<file path="src/rtl/ddr_pkg.sv">
`default_nettype none
// ---------------------------------------------------------------------------
// Module  : ddr_pkg
// Brief   : Chart ROM, lane encoding and hit-window defaults for the playfield
// Revision: 1.0 - initial release
// ---------------------------------------------------------------------------
package ddr_pkg;

    localparam int NUM_NOTES  = 26;
    localparam int IDX_W      = 5;
    localparam int POS_W      = 14;
    localparam int SPEED_DEF  = 2;
    localparam int BASE_X_DEF = 400;
    localparam int HIT_LO_DEF = 380;
    localparam int HIT_HI_DEF = 420;
    localparam int END_Y_DEF  = 1930;

    typedef enum logic [1:0] {
        LANE0 = 2'd0,
        LANE1 = 2'd1,
        LANE2 = 2'd2,
        LANE3 = 2'd3
    } lane_e;

    typedef struct packed {
        lane_e       lane;
        logic [10:0] offset;
    } chart_entry_t;

    localparam logic [1:0] CHART_LANES [NUM_NOTES] = '{
        2'd1, 2'd2, 2'd0, 2'd2, 2'd1, 2'd1, 2'd1,
        2'd2, 2'd2, 2'd2, 2'd1, 2'd3, 2'd3,
        2'd1, 2'd2, 2'd0, 2'd2, 2'd1, 2'd1, 2'd1,
        2'd1, 2'd2, 2'd2, 2'd1, 2'd2, 2'd0
    };

    // Offsets come in four phrases of 50-pixel steps separated by rests.
    function automatic logic [10:0] chart_offset(input logic [IDX_W-1:0] idx);
        logic [10:0]      base;
        logic [IDX_W-1:0] first;
        if (idx < 5'd7) begin
            base  = 11'd0;
            first = 5'd0;
        end else if (idx < 5'd13) begin
            base  = 11'd400;
            first = 5'd7;
        end else if (idx < 5'd20) begin
            base  = 11'd800;
            first = 5'd13;
        end else begin
            base  = 11'd1200;
            first = 5'd20;
        end
        return base + 11'(idx - first) * 11'd50;
    endfunction

    function automatic chart_entry_t chart_entry(input logic [IDX_W-1:0] idx);
        chart_entry_t e;
        e.offset = chart_offset(idx);
        e.lane   = LANE0;
        if (idx < 5'(NUM_NOTES)) begin
            e.lane = lane_e'(CHART_LANES[idx]);
        end
        return e;
    endfunction

endpackage
`default_nettype wire

</file>
<file path="src/rtl/note_sequencer_if.sv">
`default_nettype none
// ---------------------------------------------------------------------------
// Module  : note_sequencer_if
// Brief   : Button/frame inputs and renderer/score outputs of the sequencer
// Revision: 1.0 - initial release
// ---------------------------------------------------------------------------
interface note_sequencer_if;
    import ddr_pkg::*;

    logic             frame_tick;
    logic [4:0]       BTNS;
    logic [POS_W-1:0] ball_x;
    logic [POS_W-1:0] ball_y;
    logic [IDX_W-1:0] note_idx;
    logic [7:0]       hits;
    logic [7:0]       misses;
    logic             playing;
    logic             done;

    modport master (
        input  frame_tick, BTNS,
        output ball_x, ball_y, note_idx, hits, misses, playing, done
    );

    modport slave (
        output frame_tick, BTNS,
        input  ball_x, ball_y, note_idx, hits, misses, playing, done
    );

endinterface
`default_nettype wire

</file>
<file path="src/rtl/btn_edge.sv">
`default_nettype none
// ---------------------------------------------------------------------------
// Module  : btn_edge
// Brief   : Registered rising-edge detector for the debounced buttons
// Revision: 1.0 - initial release
// ---------------------------------------------------------------------------
module btn_edge #(
    parameter int WIDTH = 5
) (
    input  logic             clk,
    input  logic             clr,
    input  logic [WIDTH-1:0] btns,
    output logic [WIDTH-1:0] edges
);

    logic [WIDTH-1:0] r_prev;
    logic [WIDTH-1:0] r_edge;

    // History clears to all-ones so a button held through reset must be released first.
    always_ff @(posedge clk) begin
        if (clr) begin
            r_prev <= '1;
            r_edge <= '0;
        end else begin
            r_prev <= btns;
            r_edge <= btns & ~r_prev;
        end
    end

    assign edges = r_edge;

endmodule
`default_nettype wire

</file>
<file path="src/rtl/note_sequencer.sv">
`default_nettype none
// ---------------------------------------------------------------------------
// Module  : note_sequencer
// Brief   : Scrolls the note chart per frame, judges presses, keeps the score
// Revision: 1.0 - initial release
// ---------------------------------------------------------------------------
module note_sequencer
    import ddr_pkg::*;
#(
    parameter int SPEED  = SPEED_DEF,
    parameter int BASE_X = BASE_X_DEF,
    parameter int HIT_LO = HIT_LO_DEF,
    parameter int HIT_HI = HIT_HI_DEF,
    parameter int END_Y  = END_Y_DEF
) (
    input  logic             clk,
    input  logic             clr,
    note_sequencer_if.master bus
);

    localparam logic [1:0] c_idle  = 2'd0;
    localparam logic [1:0] c_play  = 2'd1;
    localparam logic [1:0] c_pause = 2'd2;
    localparam logic [1:0] c_done  = 2'd3;

    localparam logic [POS_W-1:0] c_speed  = POS_W'(SPEED);
    localparam logic [POS_W-1:0] c_base_x = POS_W'(BASE_X);
    localparam logic [POS_W-1:0] c_hit_lo = POS_W'(HIT_LO);
    localparam logic [POS_W-1:0] c_hit_hi = POS_W'(HIT_HI);
    localparam logic [POS_W-1:0] c_end_y  = POS_W'(END_Y);

    logic [1:0]       r_state;
    logic [POS_W-1:0] r_ball_x;
    logic [POS_W-1:0] r_ball_y;
    logic [IDX_W-1:0] r_note_idx;
    logic [7:0]       r_hits;
    logic [7:0]       r_misses;
    logic             r_playing;
    logic             r_done;

    logic [4:0]       w_edge;
    logic             w_start;
    logic [3:0]       w_lane_edge;
    chart_entry_t     w_note;
    logic [POS_W-1:0] w_offset;
    logic [POS_W-1:0] w_note_y;
    logic             w_judge;
    logic             w_reached;
    logic             w_in_win;
    logic             w_passed;
    logic             w_correct;
    logic             w_wrong;

    btn_edge #(.WIDTH(5)) u_btn_edge (
        .clk   (clk),
        .clr   (clr),
        .btns  (bus.BTNS),
        .edges (w_edge)
    );

    // Button wiring is not in lane order: lane0..3 sit on BTNS[2], [4], [1], [3].
    assign w_start     = w_edge[0];
    assign w_lane_edge = {w_edge[3], w_edge[1], w_edge[4], w_edge[2]};

    assign w_note    = chart_entry(r_note_idx);
    assign w_offset  = {3'b000, w_note.offset};
    assign w_note_y  = r_ball_y - w_offset;
    assign w_judge   = (r_state == c_play) && (r_note_idx < IDX_W'(NUM_NOTES));
    assign w_reached = (r_ball_y >= w_offset);
    assign w_in_win  = w_judge && w_reached && (w_note_y >= c_hit_lo) && (w_note_y <= c_hit_hi);
    assign w_passed  = w_judge && w_reached && (w_note_y > c_hit_hi);
    assign w_correct = |(w_lane_edge & (4'b0001 << w_note.lane));
    assign w_wrong   = (|w_lane_edge) && !w_correct;

    always_ff @(posedge clk) begin
        if (clr) begin
            r_state    <= c_idle;
            r_ball_x   <= c_base_x;
            r_ball_y   <= '0;
            r_note_idx <= '0;
            r_hits     <= '0;
            r_misses   <= '0;
            r_playing  <= 1'b0;
            r_done     <= 1'b0;
        end else begin
            r_ball_x  <= c_base_x;
            r_playing <= (r_state == c_play);
            r_done    <= (r_state == c_done);

            case (r_state)
                c_idle: begin
                    r_ball_y <= '0;
                    if (w_start) r_state <= c_play;
                end
                c_play: begin
                    if (w_start) begin
                        r_state <= c_pause;
                    end else if (r_ball_y >= c_end_y) begin
                        r_state <= c_done;
                    end else if (bus.frame_tick) begin
                        r_ball_y <= r_ball_y + c_speed;
                    end
                end
                c_pause: begin
                    if (w_start) r_state <= c_play;
                end
                c_done: begin
                    if (w_start) begin
                        r_state    <= c_idle;
                        r_ball_y   <= '0;
                        r_note_idx <= '0;
                        r_hits     <= '0;
                        r_misses   <= '0;
                    end
                end
                default: r_state <= c_idle;
            endcase

            // A correct press beats everything; a passed note beats a stray press.
            if (w_in_win && w_correct) begin
                r_hits     <= (r_hits == 8'hFF) ? r_hits : r_hits + 8'd1;
                r_note_idx <= r_note_idx + 5'd1;
            end else if (w_passed) begin
                r_misses   <= (r_misses == 8'hFF) ? r_misses : r_misses + 8'd1;
                r_note_idx <= r_note_idx + 5'd1;
            end else if (w_in_win && w_wrong) begin
                r_misses   <= (r_misses == 8'hFF) ? r_misses : r_misses + 8'd1;
            end
        end
    end

    assign bus.ball_x   = r_ball_x;
    assign bus.ball_y   = r_ball_y;
    assign bus.note_idx = r_note_idx;
    assign bus.hits     = r_hits;
    assign bus.misses   = r_misses;
    assign bus.playing  = r_playing;
    assign bus.done     = r_done;

endmodule
`default_nettype wire
</file>
<file path="src/flat_wrapper.sv">
// flat-port wrapper written by rule: the top's interface ports become plain ports
module note_sequencer_flat import ddr_pkg::*;
#(
    parameter int SPEED  = SPEED_DEF,
    parameter int BASE_X = BASE_X_DEF,
    parameter int HIT_LO = HIT_LO_DEF,
    parameter int HIT_HI = HIT_HI_DEF,
    parameter int END_Y  = END_Y_DEF
)
  (clk, clr, bus_frame_tick, bus_BTNS, bus_ball_x, bus_ball_y, bus_note_idx, bus_hits, bus_misses, bus_playing, bus_done);
  note_sequencer_if bus_i ();
  input  logic clk;
  input  logic clr;
  input wire logic [$bits(bus_i.frame_tick)-1:0] bus_frame_tick;
  input wire logic [$bits(bus_i.BTNS)-1:0] bus_BTNS;
  output wire logic [$bits(bus_i.ball_x)-1:0] bus_ball_x;
  output wire logic [$bits(bus_i.ball_y)-1:0] bus_ball_y;
  output wire logic [$bits(bus_i.note_idx)-1:0] bus_note_idx;
  output wire logic [$bits(bus_i.hits)-1:0] bus_hits;
  output wire logic [$bits(bus_i.misses)-1:0] bus_misses;
  output wire logic [$bits(bus_i.playing)-1:0] bus_playing;
  output wire logic [$bits(bus_i.done)-1:0] bus_done;
  assign bus_i.frame_tick = bus_frame_tick;
  assign bus_i.BTNS = bus_BTNS;
  assign bus_ball_x = bus_i.ball_x;
  assign bus_ball_y = bus_i.ball_y;
  assign bus_note_idx = bus_i.note_idx;
  assign bus_hits = bus_i.hits;
  assign bus_misses = bus_i.misses;
  assign bus_playing = bus_i.playing;
  assign bus_done = bus_i.done;
  note_sequencer #(.SPEED(SPEED), .BASE_X(BASE_X), .HIT_LO(HIT_LO), .HIT_HI(HIT_HI), .END_Y(END_Y)) u_core (.clk(clk), .clr(clr), .bus(bus_i));
endmodule
</file>
<file path="config.mk">
export PLATFORM = sky130hd
export DESIGN_NAME = note_sequencer_flat
export DESIGN_NICKNAME = d
export VERILOG_FILES = /design/src/rtl/ddr_pkg.sv /design/src/rtl/note_sequencer_if.sv /design/src/rtl/btn_edge.sv /design/src/rtl/note_sequencer.sv /design/src/flat_wrapper.sv
export SDC_FILE = /design/constraint.sdc
export NUM_CORES = 1
export LEC_CHECK = 0
export BUFFER_PORTS_ARGS = -buffer_cell sky130_fd_sc_hd__buf_2
export CAP_MARGIN = 20
export CORE_MARGIN = 2
export CORE_UTILIZATION = 55
export CTS_CLUSTER_DIAMETER = 60
export CTS_CLUSTER_SIZE = 14
export DETAILED_ROUTE_END_ITERATION = 8
export GPL_ROUTABILITY_DRIVEN = 1
export PLACE_DENSITY = 0.89
export SKIP_LAST_GASP = 1
export SLEW_MARGIN = 20
export SYNTH_ARGS = -nofsm -noshare
export SYNTH_HDL_FRONTEND = slang
export SYNTH_SLANG_ARGS = --single-unit
</file>
<file path="constraint.sdc">
create_clock -name clk -period 18.9 [get_ports clk]
set_input_delay 0.945 -clock clk [delete_from_list [all_inputs] [get_ports clk]]
set_output_delay 0.945 -clock clk [all_outputs]
set_load 0.1 [all_outputs]
</file>
---- Word level (Yosys, flattened, before mapping) ----
Memory sizes are Yosys's and may differ from the RTL's.
Index checks and enable logic that the tools add are counted.
operators by class
  $mul .................................... 1
  shift-type cells ........................ 1
  equal/unequal tests ..................... 12
  reductions and logical operators ........ 22
  $add $sub $neg .......................... 7
  muxes and demuxes ....................... 33
  bitwise gates (word level) .............. 4
  magnitude comparators ................... 10
operator list
  kind                                                                                   count
  8-bit two-way mux                                                                      10
  14-bit two-way mux                                                                     4
  14-bit case mux with 3 select lines                                                    1
  5-bit two-way mux                                                                      7
  11-bit two-way mux                                                                     3
  8-bit by 1-bit adder with 8-bit output, second input constant                          2
  8-bit equality test, second input constant                                             2
  14-bit by 2-bit adder with 14-bit output, second input constant                        1
  14-bit by 11-bit greater-or-equal comparator with 1-bit output                         1
  14-bit by 11-bit greater-or-equal comparator with 1-bit output, second input constant  1
  14-bit by 9-bit greater-or-equal comparator with 1-bit output, second input constant   1
  14-bit by 9-bit greater-than comparator with 1-bit output, second input constant       1
  14-bit by 9-bit less-or-equal comparator with 1-bit output, second input constant      1
  2-bit two-way mux                                                                      7
  14-bit by 11-bit subtractor with 14-bit output                                         1
  11-bit adder                                                                           1
  11-bit by 5-bit multiplier with 10-bit output, second input constant                   1
  5-bit less-than comparator, second input constant                                      2
  2-bit inequality test, second input constant                                           5
  3-bit nonzero test                                                                     3
  1-bit logical AND                                                                      8
  4-bit OR reduction                                                                     2
  6-bit greater-or-equal comparator, second input constant                               1
  5-bit NOT with 6-bit output                                                            1
  other kinds (20)                                                                       23
word-level totals
  output and inout bits ................... 51
  memories ................................ 1
  logic and storage cells ................. 100
  ROM bits ................................ 64
  register bits ........................... 49
  input bits .............................. 8
memory list
  memory           words  bits a word  rd ports  clocked after Yosys merged registers in  write ports  line           RTL
  (no name shown)  32     2            1         0                                        0            ddr_pkg.sv:62  e.lane = lane_e'(CHART_LANES[idx]);

---- Longest topological paths before layout ----
Gate-level depths: netlist (run 1).
  depth in word-level cells ............... 15
  depth in mapped cells ................... 35
  depth with buffers taken out ............ 32

---- Hierarchy ----
From an unflattened synthesis (run 1), not the netlist that was laid out.
second synthesis, totals
  cells, all modules ...................... 475
  area, all modules ....................... 4,036.4 µm²
modules (own cells, without submodules)
  module          sequential area each (µm²)  cells an instance  instances  area an instance (µm²)
  note_sequencer  760.7                       454                1          3,751.1
  btn_edge        200.2                       21                 1          285.3

---- Least setup slack after synthesis (run 1) ----
OpenSTA, ideal clock, no wires.
  path type ............................... flip-flop to flip-flop
  from .................................... reg u_core.r_note_idx[1], in the netlist u_core.bus.note_idx[1]
  to ...................................... reg u_core.r_misses[7], in the netlist u_core.bus.misses[7]
  setup slack ............................. 11.036 ns
  arrival ................................. 7.778 ns
  buffers on the path ..................... 1
  clock period less this slack ............ 7.864 ns
  library setup time ...................... 0.087 ns
  required time ........................... 18.813 ns
  stages on the path, launching flop included .. 31
  cells stage by stage .................... dfxtp_1 -> inv_1 -> ha_1 -> a21o_1 -> a21oi_1 -> nand2b_1 -> ha_1 -> a21oi_1 -> o21ai_0 -> xor2_1 -> ha_1 -> ha_1 -> fa_1 -> ha_1 -> xor2_1 -> ha_1 -> a31oi_1 -> o21bai_1 -> a21oi_1 -> xnor2_1 -> xnor2_1 -> ha_1 -> clkbuf_1 -> o21ai_0 -> a21oi_1 -> or4_1 -> nand2_1 -> xor2_1 -> a2111oi_4 -> or4_1 -> a221oi_2
on the way
  word-level cells in the longest chain between the ends .. 15
  elaborated cells between the ends (all ways) .. 38
  those cells by class .................... add/sub: 3; mul: 1; order compare: 8; shift: 1; mux: 12; bitwise: 2; reduce/logical: 10; memory: 1
RTL lines
  item                                                                                                                                     line                                        RTL
  start: declaration                                                                                                                       note_sequencer.sv:35                        logic [IDX_W-1:0] r_note_idx;
  start signal: assignment                                                                                                                 note_sequencer.sv:122                       r_note_idx <= r_note_idx + 5'd1;
  start signal: assignment                                                                                                                 note_sequencer.sv:125                       r_note_idx <= r_note_idx + 5'd1;
  5-bit less-than comparator                                                                                                               ddr_pkg.sv:47                               end else if (idx < 5'd20) begin
  5-bit two-way mux                                                                                                                        ddr_pkg.sv:47
  5-bit two-way mux                                                                                                                        ddr_pkg.sv:44                               end else if (idx < 5'd13) begin
  5-bit two-way mux                                                                                                                        ddr_pkg.sv:41                               if (idx < 5'd7) begin
  5-bit by 5-bit subtractor with 6-bit output                                                                                              ddr_pkg.sv:54                               return base + 11'(idx - first) * 11'd50;
  11-bit by 5-bit multiplier with 10-bit output                                                                                            ddr_pkg.sv:54
  11-bit adder                                                                                                                             ddr_pkg.sv:54
  14-bit by 11-bit subtractor with 14-bit output / 14-bit by 11-bit greater-or-equal comparator with 1-bit output (equally long branches)  note_sequencer.sv:67, note_sequencer.sv:69
  14-bit by 9-bit greater-or-equal comparator with 1-bit output / 1-bit logical AND (equally long branches)                                note_sequencer.sv:70, note_sequencer.sv:71
  1-bit logical AND (2 in series)                                                                                                          note_sequencer.sv:70                        assign w_in_win = w_judge && w_reached && (w_note_y >= c_hit_lo) && (w_note_y <= c_hit_hi);
  1-bit logical AND                                                                                                                        note_sequencer.sv:126                       end else if (w_in_win && w_wrong) begin
  8-bit two-way mux                                                                                                                        note_sequencer.sv:126
  8-bit two-way mux                                                                                                                        note_sequencer.sv:123                       end else if (w_passed) begin
  8-bit two-way mux *                                                                                                                      note_sequencer.sv:120                       if (w_in_win && w_correct) begin
  end signal: assignment                                                                                                                   note_sequencer.sv:124                       r_misses <= (r_misses == 8'hFF) ? r_misses : r_misses + 8'd1;
  end signal: assignment                                                                                                                   note_sequencer.sv:127                       r_misses <= (r_misses == 8'hFF) ? r_misses : r_misses + 8'd1;
  end: declaration                                                                                                                         note_sequencer.sv:37                        logic [7:0] r_misses;
Mark *: on every way between the ends. The rest lies on a longest branch, timed or not. The select of a mux whose other input is x is not followed.
A chain may end at the register's enable or synchronous reset.

---- Worst setup path in the final report (run 1) ----
  from .................................... reg u_core.r_note_idx[1], in the netlist u_core.bus.note_idx[1]
  to ...................................... reg u_core.r_misses[4], in the netlist u_core.bus.misses[4]
The elaborated chain is that of the path after synthesis.

==> PnR_summary.wiki, run 1 <==
{| class="wikitable"
! Metric !! Value
|-
| Cell with the biggest individual delay on the critical path || sky130_fd_sc_hd__a2111oi_4
|-
| Type of the worst min-delay path || reg -> reg
|-
| Die Span Y || 93.7 um
|-
| Vias per cell || 6.26
|-
| Met3 usage in global routing || 0.0353
|-
| Post-route worst hold slack || 0.395 ns
|-
| Cell type with the highest aggregate area in the netlist || sky130_fd_sc_hd__dfxtp_1
|-
| Crit Path Category || reg -> reg
|-
| Level count of the clock H-tree || 2
|-
| Post-route design area || 0.00470 mm2
|-
| DRC || 0
|-
| Most used flip-flop cell after synthesis || sky130_fd_sc_hd__dfxtp_1
|-
| Worst clock skew on the final layout || 0.00527 ns
|-
| Clock-pin slew on the worst setup and hold paths || 0.09 ns
|-
| Highest Clock Rate || 123 MHz
|-
| Max-cap violations || 0
|-
| First-pass iteration count of the detailed router || 5
|-
| # setup viols final || 0
|-
| Power dissipated by switching net loads || 0.254 mW
|-
| Maximum number of pins on one net before global-route repair || 34
|-
| Number of buffers inserted for hold repair after clock tree synthesis || 0
|-
| Insertion delay of the later-clocked pin in the worst-skew pair || 0.31 ns
|-
| Most frequent cell on the critical path || sky130_fd_sc_hd__ha_1
|-
| CP required || 19.11 ns
|-
| Max stage delay on crit path || 0.62 ns
|-
| Worst Setup Slack, final || 10.78 ns
|-
| Worst-path fanout max || 16
|-
| Total core area || 0.00777 mm2
|-
| Flop pwr share || 0.225
|-
| Area Growth Syn to Fin || 6.08%
|-
| Post-Layout Cell Count || 666
|-
| Proportion of total power due to net switching || 0.508
|-
| Final #Nets || 630
|-
| Yosys warning total || 0
|-
| Ratio of cells with drive above 1 in the final layout || 0.133
|-
| Post-CTS Setup Repair Bufs || 0
|-
| Met2 layer usage reported by global route || 0.431
|-
| Vias in the first global route || 3864
|-
| Register area share after synthesis || 0.217
|-
| Port bufs || 43
|-
| Leakage power figure || 2.12 nW
|-
| Number of top-level design ports || 59
|-
| Clk sinks || 48
|-
| Ranking of synthesized cells by area || sky130_fd_sc_hd__dfxtp_1 (22%), sky130_fd_sc_hd__ha_1 (14%), sky130_fd_sc_hd__inv_1 (3.9%)
|-
| Maximum buffer depth of the clock tree || 2
|-
| Combinational share of power || 0.628
|-
| Number of DRC markers after the initial detailed-route iteration || 298
|-
| Largest vdd supply drop || 0.0000805 V
|-
| Global-route wire length before repair || 17.7 mm
|-
| Number of slew-limit violations in the final report || 0
|-
| Yosys top cell area share || 0.217
|-
| Post-cts resize count || 0
|-
| Setup Slack @ Placement || 10.90 ns
|-
| Post-layout utilization of the core || 0.605
|-
| Pin slew with the least headroom to its limit || 0.984 ns
|-
| Startpoint type of the worst setup path || flip-flop
|-
| Antenna violations before repair || 0
|-
| Count of unique library cells instantiated by Yosys || 67
|-
| Clock Root Buffer || sky130_fd_sc_hd__clkbuf_8
|-
| Number of hold violations in the final report || 0
|-
| Post-placement cell area || 0.00460 mm2
|-
| Clock tree from TritonCTS || done
|-
| Remaining antenna violation count || 0
|-
| Detailed-route wire length || 10.5 mm
|-
| Flop and latch count out of synthesis || 48
|-
| GRT Resource Usage Total || 0.246
|-
| Period minus WS final || 8.12 ns
|-
| Number of buffers created by CTS || 5
|-
| Number of synthesized flops with an enable pin || 0
|-
| Ant diodes || 0
|-
| Pwr Density || 106 mW/mm2
|-
| CP Data Arrival Time || 8.32 ns
|-
| Met1 track demand over resource in global routing || 0.310
|-
| Wire per inst || 15.8 um
|-
| Final critical-path share of the clock period || 0.429
|-
| Proportion of register bits with asynchronous set or reset after synthesis || 0
|-
| Clock network fraction of total power || 0.147
|-
| Row Count || 32
|-
| Commonest cells after routing, fill and taps aside || sky130_fd_sc_hd__ha_1 (49), sky130_fd_sc_hd__dfxtp_1 (48), sky130_fd_sc_hd__inv_1 (46)
|-
| Cell Area, Synth || 0.00443 mm2
|-
| Number of cells produced by synthesis || 539
|-
| Total overflow reported by the global router || 0
|-
| Unrepaired setup endpoints after global routing || false
|-
| Horizontal extent of the die || 93.7 um
|-
| Final RePlAce weighted congestion || 0.917
|-
| Placed Instances || 660
|-
| Overall die area || 0.00878 mm2
|-
| Pint || 0.246 mW
|-
| Most common cell after layout, fill and taps aside || sky130_fd_sc_hd__ha_1
|-
| Starting density of the core || 0.570
|-
| Total number of vias || 4166
|-
| Total Negative Setup Slacks || 0 ns
|-
| Top Usage Layer GRT || met2
|-
| Worst-case headroom to the max-slew limit || 0.344
|-
| Placed wire-length estimate || 8.08 mm
|-
| Overall power || 0.500 mW
|-
| Critical Path Sink Type || flip-flop
|-
| Mean cell area of the mapped netlist || 8.21 um2
|-
| Outcome || finished clean
|}
cell families (layout without fill, tap and decap cells):
| family | Yosys count | in the layout | share of synthesized area |
|---|---|---|---|
| buf+inv | 83 | 95 | 0.0890 |
| simple gates | 185 | 185 | 0.222 |
| flops | 48 | 48 | 0.217 |
| compound gates | 130 | 130 | 0.217 |
| xor+xnor | 27 | 27 | 0.0534 |
| mux | 7 | 7 | 0.0243 |
| fa+ha+maj | 57 | 57 | 0.175 |
| other cells | 2 | 15 | 0.00170 |
Yosys cell counts (all sizes together), types with 4 or more instances:
library cell and n:
xor2 11, ha 49, o221ai 5, nand4 11, o211ai 5, nand2b 7
nand2 32, a2111oi 5, inv 46, nand3 19, a21oi 30, or2 8
dfxtp 48, o21ai 17, a211oi 4, mux2i 4, or4 6, nor4 8
a21o 17, nor2b 4, and3 10, fa 8, nor3b 6, and4 4
o22a 4, nor2 40, xnor2 16, or3 9, buf 25, nor3 16
a31oi 8, clkbuf 12
power groups by stage:
stage	logic [mW]	registers, mW	clock network (mW)
floorplan	0.246	0.133	0
global placement	0.296	0.114	0
detailed placement	0.305	0.114	0
CTS	0.308	0.112	0.0744
global route	0.341	0.114	0.0781
finish	0.314	0.112	0.0735
metal layers:
| metal | vias up | routed length, um |
|---|---|---|
| met5 | - | 0 |
| met4 | 0 | 233 |
| met3 | 29 | 583 |
| met2 | 166 | 5200 |
| met1 | 1983 | 4510 |
| li1 | 1988 | - |
path summary, 6_finish.rpt:
kind | startpoint | end | slack [ns] | depth (start not counted)
hold reg to reg | u_core.u_btn_edge.r_prev[2] | u_core.u_btn_edge.edges[2] | 0.40 | 1
setup reg to reg | u_core.bus.note_idx[1] | u_core.bus.misses[4] | 10.78 | 29
hold / removal | u_core.u_btn_edge.r_prev[2] | u_core.u_btn_edge.edges[2] | 0.40 | 1
setup / recovery | u_core.bus.note_idx[1] | u_core.bus.misses[4] | 10.78 | 29
worst max-delay path, delay by kind of cell, from the launching register on:
family | cells | cell delay [ns]
DFF | 1 | 0.55
and+or+nand+nor | 6 | 1.31
buffers and inverters | 1 | 0.17
xor gates and xnor gates | 4 | 0.70
AOI/OAI and AO/OA | 10 | 2.52
adders and majority gates | 8 | 2.78
flip-flops by register name, summed over array words and instances, names as in the netlist:
register,flops
u_core.u_btn_edge.edges,5
u_core.u_btn_edge.r_prev,5
u_core.bus.done,1
u_core.bus.note_idx,5
u_core.bus.ball_y,13
u_core.r_state,2
u_core.bus.misses,8
u_core.bus.playing,1
u_core.bus.hits,8
layout make-up:
cell class / count / area [um2]
clock buffers: 5 / 68.8
inverters: 46 / 173
clock inverters: 1 / 30.0
well taps: 102 / 128
repair buffers: 43 / 215
multi-input cells: 421 / 3120
fillers: 706 / 3070
flip-flops and latches: 48 / 961
Power figures use the tool's default switching activity.
==> inputs of run 2 (changes only) <==
- ABC_AREA: unset -> 1
- PLACE_DENSITY: 0.89 -> 0.88
- clock period: 18.9 -> 7.7 ns (I/O delays scaled with it)
==> run 2 against run 1 <==
- wire length is 7.1% higher
- final cell count up 29%
- first-iteration DRC count up 20%
- highest routed layer unchanged
- clock power rose to 2.6 times the previous value
- sequential share of layout area down 1.0 points
- power grew to 2.9 times the previous value
- die area is 3.7% higher
- critical endpoint is now u_core.bus.misses[5]
- clock skew increased by 0.0015 ns
==> PnR_summary.wiki, run 2 <==
{| class="wikitable"
! Metric !! Value
|-
| Outcome || finished clean (unchanged)
|-
| Area used by multi-input combinational logic || 0.00310 mm2 (was 0.00312 mm2)
|-
| Most common cell in the netlist || sky130_fd_sc_hd__nand2_1 (was sky130_fd_sc_hd__ha_1)
|-
| Worst Setup Slack, final || 0.542 ns (was 10.78 ns)
|-
| Overall die area || 0.00910 mm2 (was 0.00878 mm2)
|-
| Commonest cells after routing, fill and taps aside || sky130_fd_sc_hd__nand2_1 (167), sky130_fd_sc_hd__inv_1 (112), sky130_fd_sc_hd__nor2_1 (82) (was sky130_fd_sc_hd__ha_1 (49), sky130_fd_sc_hd__dfxtp_1 (48), sky130_fd_sc_hd__inv_1 (46))
|-
| Proportion of total power due to net switching || 0.554 (was 0.508)
|-
| Register area share after synthesis || 0.209 (was 0.217)
|-
| Clock Root Buffer || sky130_fd_sc_hd__clkbuf_8 (unchanged)
|-
| Pin slew with the least headroom to its limit || 0.706 ns (was 0.984 ns)
|-
| Total overflow reported by the global router || 0 (unchanged)
|-
| Final critical-path share of the clock period || 0.930 (was 0.429)
|-
| Vias per cell || 5.38 (was 6.26)
|-
| Die Span Y || 95.4 um (was 93.7 um)
|-
| Register area || 968 um2 (was 961 um2)
|-
| Dominant delay contributor by cell family on the critical path || adder cells (unchanged)
|-
| # setup viols final || 0 (unchanged)
|-
| Critical Path Sink Type || flip-flop (unchanged)
|-
| Type of the worst min-delay path || in -> reg (was reg -> reg)
|-
| Port bufs || 43 (unchanged)
|-
| Highest Clock Rate || 140 MHz (was 123 MHz)
|-
| Global-route wire length before repair || 18.7 mm (was 17.7 mm)
|-
| Clock network fraction of total power || 0.134 (was 0.147)
|-
| Max stage delay on crit path || 0.50 ns (was 0.62 ns)
|-
| Number of buffers created by CTS || 5 (unchanged)
|-
| Cell type with the highest aggregate area in the netlist || sky130_fd_sc_hd__dfxtp_1 (unchanged)
|-
| Number of top-level design ports || 59 (unchanged)
|-
| Number of hold violations in the final report || 0 (unchanged)
|-
| Power dissipated by switching net loads || 0.796 mW (was 0.254 mW)
|-
| Final RePlAce weighted congestion || 0.962 (was 0.917)
|-
| List of most frequent post-synthesis cells || sky130_fd_sc_hd__nand2_1 (168), sky130_fd_sc_hd__inv_1 (113), sky130_fd_sc_hd__nor2_1 (82), sky130_fd_sc_hd__nand3_1 (53), sky130_fd_sc_hd__ha_1 (49) (was sky130_fd_sc_hd__ha_1 (49), sky130_fd_sc_hd__dfxtp_1 (48), sky130_fd_sc_hd__inv_1 (46), sky130_fd_sc_hd__nor2_1 (40), sky130_fd_sc_hd__nand2_1 (32))
|-
| Maximum number of pins on one net before global-route repair || 23 (was 34)
|-
| Mean cell area of the mapped netlist || 6.44 um2 (was 8.21 um2)
|-
| Largest vdd supply drop || 0.000128 V (was 0.0000805 V)
|-
| Placed wire-length estimate || 9.02 mm (was 8.08 mm)
|-
| Flop pwr share || 0.198 (was 0.225)
|-
| Buffer and inverter count on the worst path || 10 (was 1)
|-
| Number of cells produced by synthesis || 714 (was 539)
|-
| Number of slew-limit violations in the final report || 0 (unchanged)
|-
| Maximum buffer depth of the clock tree || 2 (unchanged)
|-
| Wire per inst || 13.1 um (was 15.8 um)
|-
| DRC || 0 (unchanged)
|-
| First-pass iteration count of the detailed router || 5 (unchanged)
|-
| Yosys top cell area share || 0.209 (was 0.217)
|-
| Antenna violations before repair || 0 (unchanged)
|-
| CP required || 7.91 ns (was 19.11 ns)
|-
| Period minus WS final || 7.16 ns (was 8.12 ns)
|-
| Ant diodes || 0 (unchanged)
|-
| Pwr Density || 289 mW/mm2 (was 106 mW/mm2)
|-
| Post-layout utilization of the core || 0.609 (was 0.605)
|-
| Start point of the critical path || u_core.bus.note_idx[1] (unchanged)
|-
| Count of unique library cells instantiated by Yosys || 40 (was 67)
|-
| Worst-path fanout max || 11 (was 16)
|-
| Hold path start || bus_BTNS[2] (was u_core.u_btn_edge.r_prev[2])
|-
| Post-Layout Cell Count || 861 (was 666)
|-
| Row Count || 33 (was 32)
|-
| Remaining antenna violation count || 0 (unchanged)
|-
| Leakage power figure || 2.65 nW (was 2.12 nW)
|-
| Ratio of cells with drive above 1 in the final layout || 0.122 (was 0.133)
|-
| Number of flip-flops under the largest register name || 13 (unchanged)
|-
| Number of DRC markers after the initial detailed-route iteration || 357 (was 298)
|-
| Yosys warning total || 0 (unchanged)
|-
| Area Growth Syn to Fin || 8.39% (was 6.08%)
|-
| Unrepaired setup endpoints after global routing || false (unchanged)
|-
| Clock-pin slew on the worst setup and hold paths || 0.10 ns (was 0.09 ns)
|-
| Combinational share of power || 0.668 (was 0.628)
|-
| Starting density of the core || 0.562 (was 0.570)
|-
| Total core area || 0.00818 mm2 (was 0.00777 mm2)
|-
| Level count of the clock H-tree || 2 (unchanged)
|-
| Most frequent cell on the critical path || sky130_fd_sc_hd__inv_1 (was sky130_fd_sc_hd__ha_1)
|-
| Worst clock skew on the final layout || 0.00675 ns (was 0.00527 ns)
|-
| Total Negative Setup Slacks || 0 ns (unchanged)
|-
| Clk sinks || 48 (unchanged)
|-
| GRT Resource Usage Total || 0.256 (was 0.246)
|-
| Crit Path Category || reg -> reg (unchanged)
|-
| Post-route worst hold slack || 0.259 ns (was 0.395 ns)
|-
| Pint || 0.641 mW (was 0.246 mW)
|-
| Proportion of register bits with asynchronous set or reset after synthesis || 0 (unchanged)
|-
| Worst-case headroom to the max-slew limit || 0.524 (was 0.344)
|-
| Filler Cell Count || 749 (was 706)
|-
| Most used flip-flop cell after synthesis || sky130_fd_sc_hd__dfxtp_1 (unchanged)
|-
| Max-cap violations || 0 (unchanged)
|-
| Flop and latch count out of synthesis || 48 (unchanged)
|-
| Detailed-route wire length || 11.3 mm (was 10.5 mm)
|-
| Vias in the first global route || 4355 (was 3864)
|-
| Post-route design area || 0.00498 mm2 (was 0.00470 mm2)
|-
| Cell Area, Synth || 0.00460 mm2 (was 0.00443 mm2)
|-
| CP Data Arrival Time || 7.37 ns (was 8.32 ns)
|-
| Worst R2R Start || u_core.bus.note_idx[1] (unchanged)
|-
| Most common cell after layout, fill and taps aside || sky130_fd_sc_hd__nand2_1 (was sky130_fd_sc_hd__ha_1)
|-
| Setup Slack @ Placement || 0.236 ns (was 10.90 ns)
|-
| Overall power || 1.44 mW (was 0.500 mW)
|-
| Cell with the biggest individual delay on the critical path || sky130_fd_sc_hd__fa_1 (was sky130_fd_sc_hd__a2111oi_4)
|-
| Clock tree from TritonCTS || done (unchanged)
|-
| Final #Nets || 820 (was 630)
|-
| Post-CTS Setup Repair Bufs || 0 (unchanged)
|-
| Number of synthesized flops with an enable pin || 0 (unchanged)
|-
| Startpoint type of the worst setup path || flip-flop (unchanged)
|-
| Placed Instances || 853 (was 660)
|-
| Total number of vias || 4628 (was 4166)
|-
| Post-placement cell area || 0.00483 mm2 (was 0.00460 mm2)
|-
| Insertion delay of the later-clocked pin in the worst-skew pair || 0.31 ns (about the same)
|-
| Horizontal extent of the die || 95.4 um (was 93.7 um)
|-
| Ranking of synthesized cells by area || sky130_fd_sc_hd__dfxtp_1 (21%), sky130_fd_sc_hd__nand2_1 (14%), sky130_fd_sc_hd__ha_1 (13%) (was sky130_fd_sc_hd__dfxtp_1 (22%), sky130_fd_sc_hd__ha_1 (14%), sky130_fd_sc_hd__inv_1 (3.9%))
|}
## run 2: cell count changes in the layout (fill, tap and decap cells not counted), sizes merged, moves of 7 or more
cell    change
nand3      +40
xnor2      -11
inv        +69
a21o       -15
nand2     +150
nand2b      -7
nor2       +46
a21oi      +12
or3         -9
and3       -10
## run 2: layout make-up
| class | instances | share of cell area |
|---|---|---|
| Multi-Input combinational cell | 538 | 0.623 |
| Timing Repair Buffer | 43 | 0.0432 |
| Clock inverter | 3 | 0.00955 |
| Clock buffer | 5 | 0.0138 |
| Inverter | 119 | 0.0897 |
| Tap cell | 105 | 0.0264 |
| Sequential cell | 48 | 0.194 |
## run 2: worst register-to-register path: cells and delay by family, from the launching register on
family                     cells  cell delay (ns)
xor gates and xnor gates       3             0.53
adders and majority gates      9             2.87
buffers and inverters         10             0.67
AOI/OAI and AO/OA              3             0.41
and+or+nand+nor               18             2.13
DFF                            1             0.44
## run 2: routing by layer
layer	vias to the layer above	part of all wire	track usage
met1	2129	0.43	0.317
met4	0	0.024	0.0762
li1	2326	-	-
met2	150	0.49	0.467
met3	23	0.057	0.0253
met5	-	0	0
## run 2: cell families (layout without fill, tap and decap cells)
kind of cell    Yosys count  in the layout  synth area share
compound gates           79             79            0.0980
xor+xnor                 22             22            0.0419
fa+ha+maj                57             57             0.168
buf+inv                 141            170             0.131
flops                    48             48             0.209
other cells               2             15           0.00163
simple gates            365            365             0.350
## run 2: path summary, 6_finish.rpt
kind	cells after the start	slack [ns]	end
max	43	0.54	u_core.bus.misses[5]
min	3	0.26	u_core.u_btn_edge.r_prev[2]
max reg2reg	43	0.54	u_core.bus.misses[5]
min reg2reg	1	0.40	u_core.u_btn_edge.edges[2]
## run 2: what timing repair did
| action | CTS | global route |
|---|---|---|
| hold endpoints to repair | 0 | 0 |
| endpoints found under the setup margin | 0 | 21 |
| gates resized for setup | 0 | 13 |
| hold buffers | 0 | 0 |
## run 2: power by group through the flow
| stage | Combinational, mW | Clock (mW) | Sequential [mW] |
|---|---|---|---|
| floorplan | 0.684 | 0 | 0.374 |
| global placement | 0.898 | 0 | 0.289 |
| detailed placement | 0.932 | 0 | 0.290 |
| CTS | 0.938 | 0.194 | 0.284 |
| global route | 1.07 | 0.203 | 0.287 |
| finish | 0.960 | 0.192 | 0.285 |
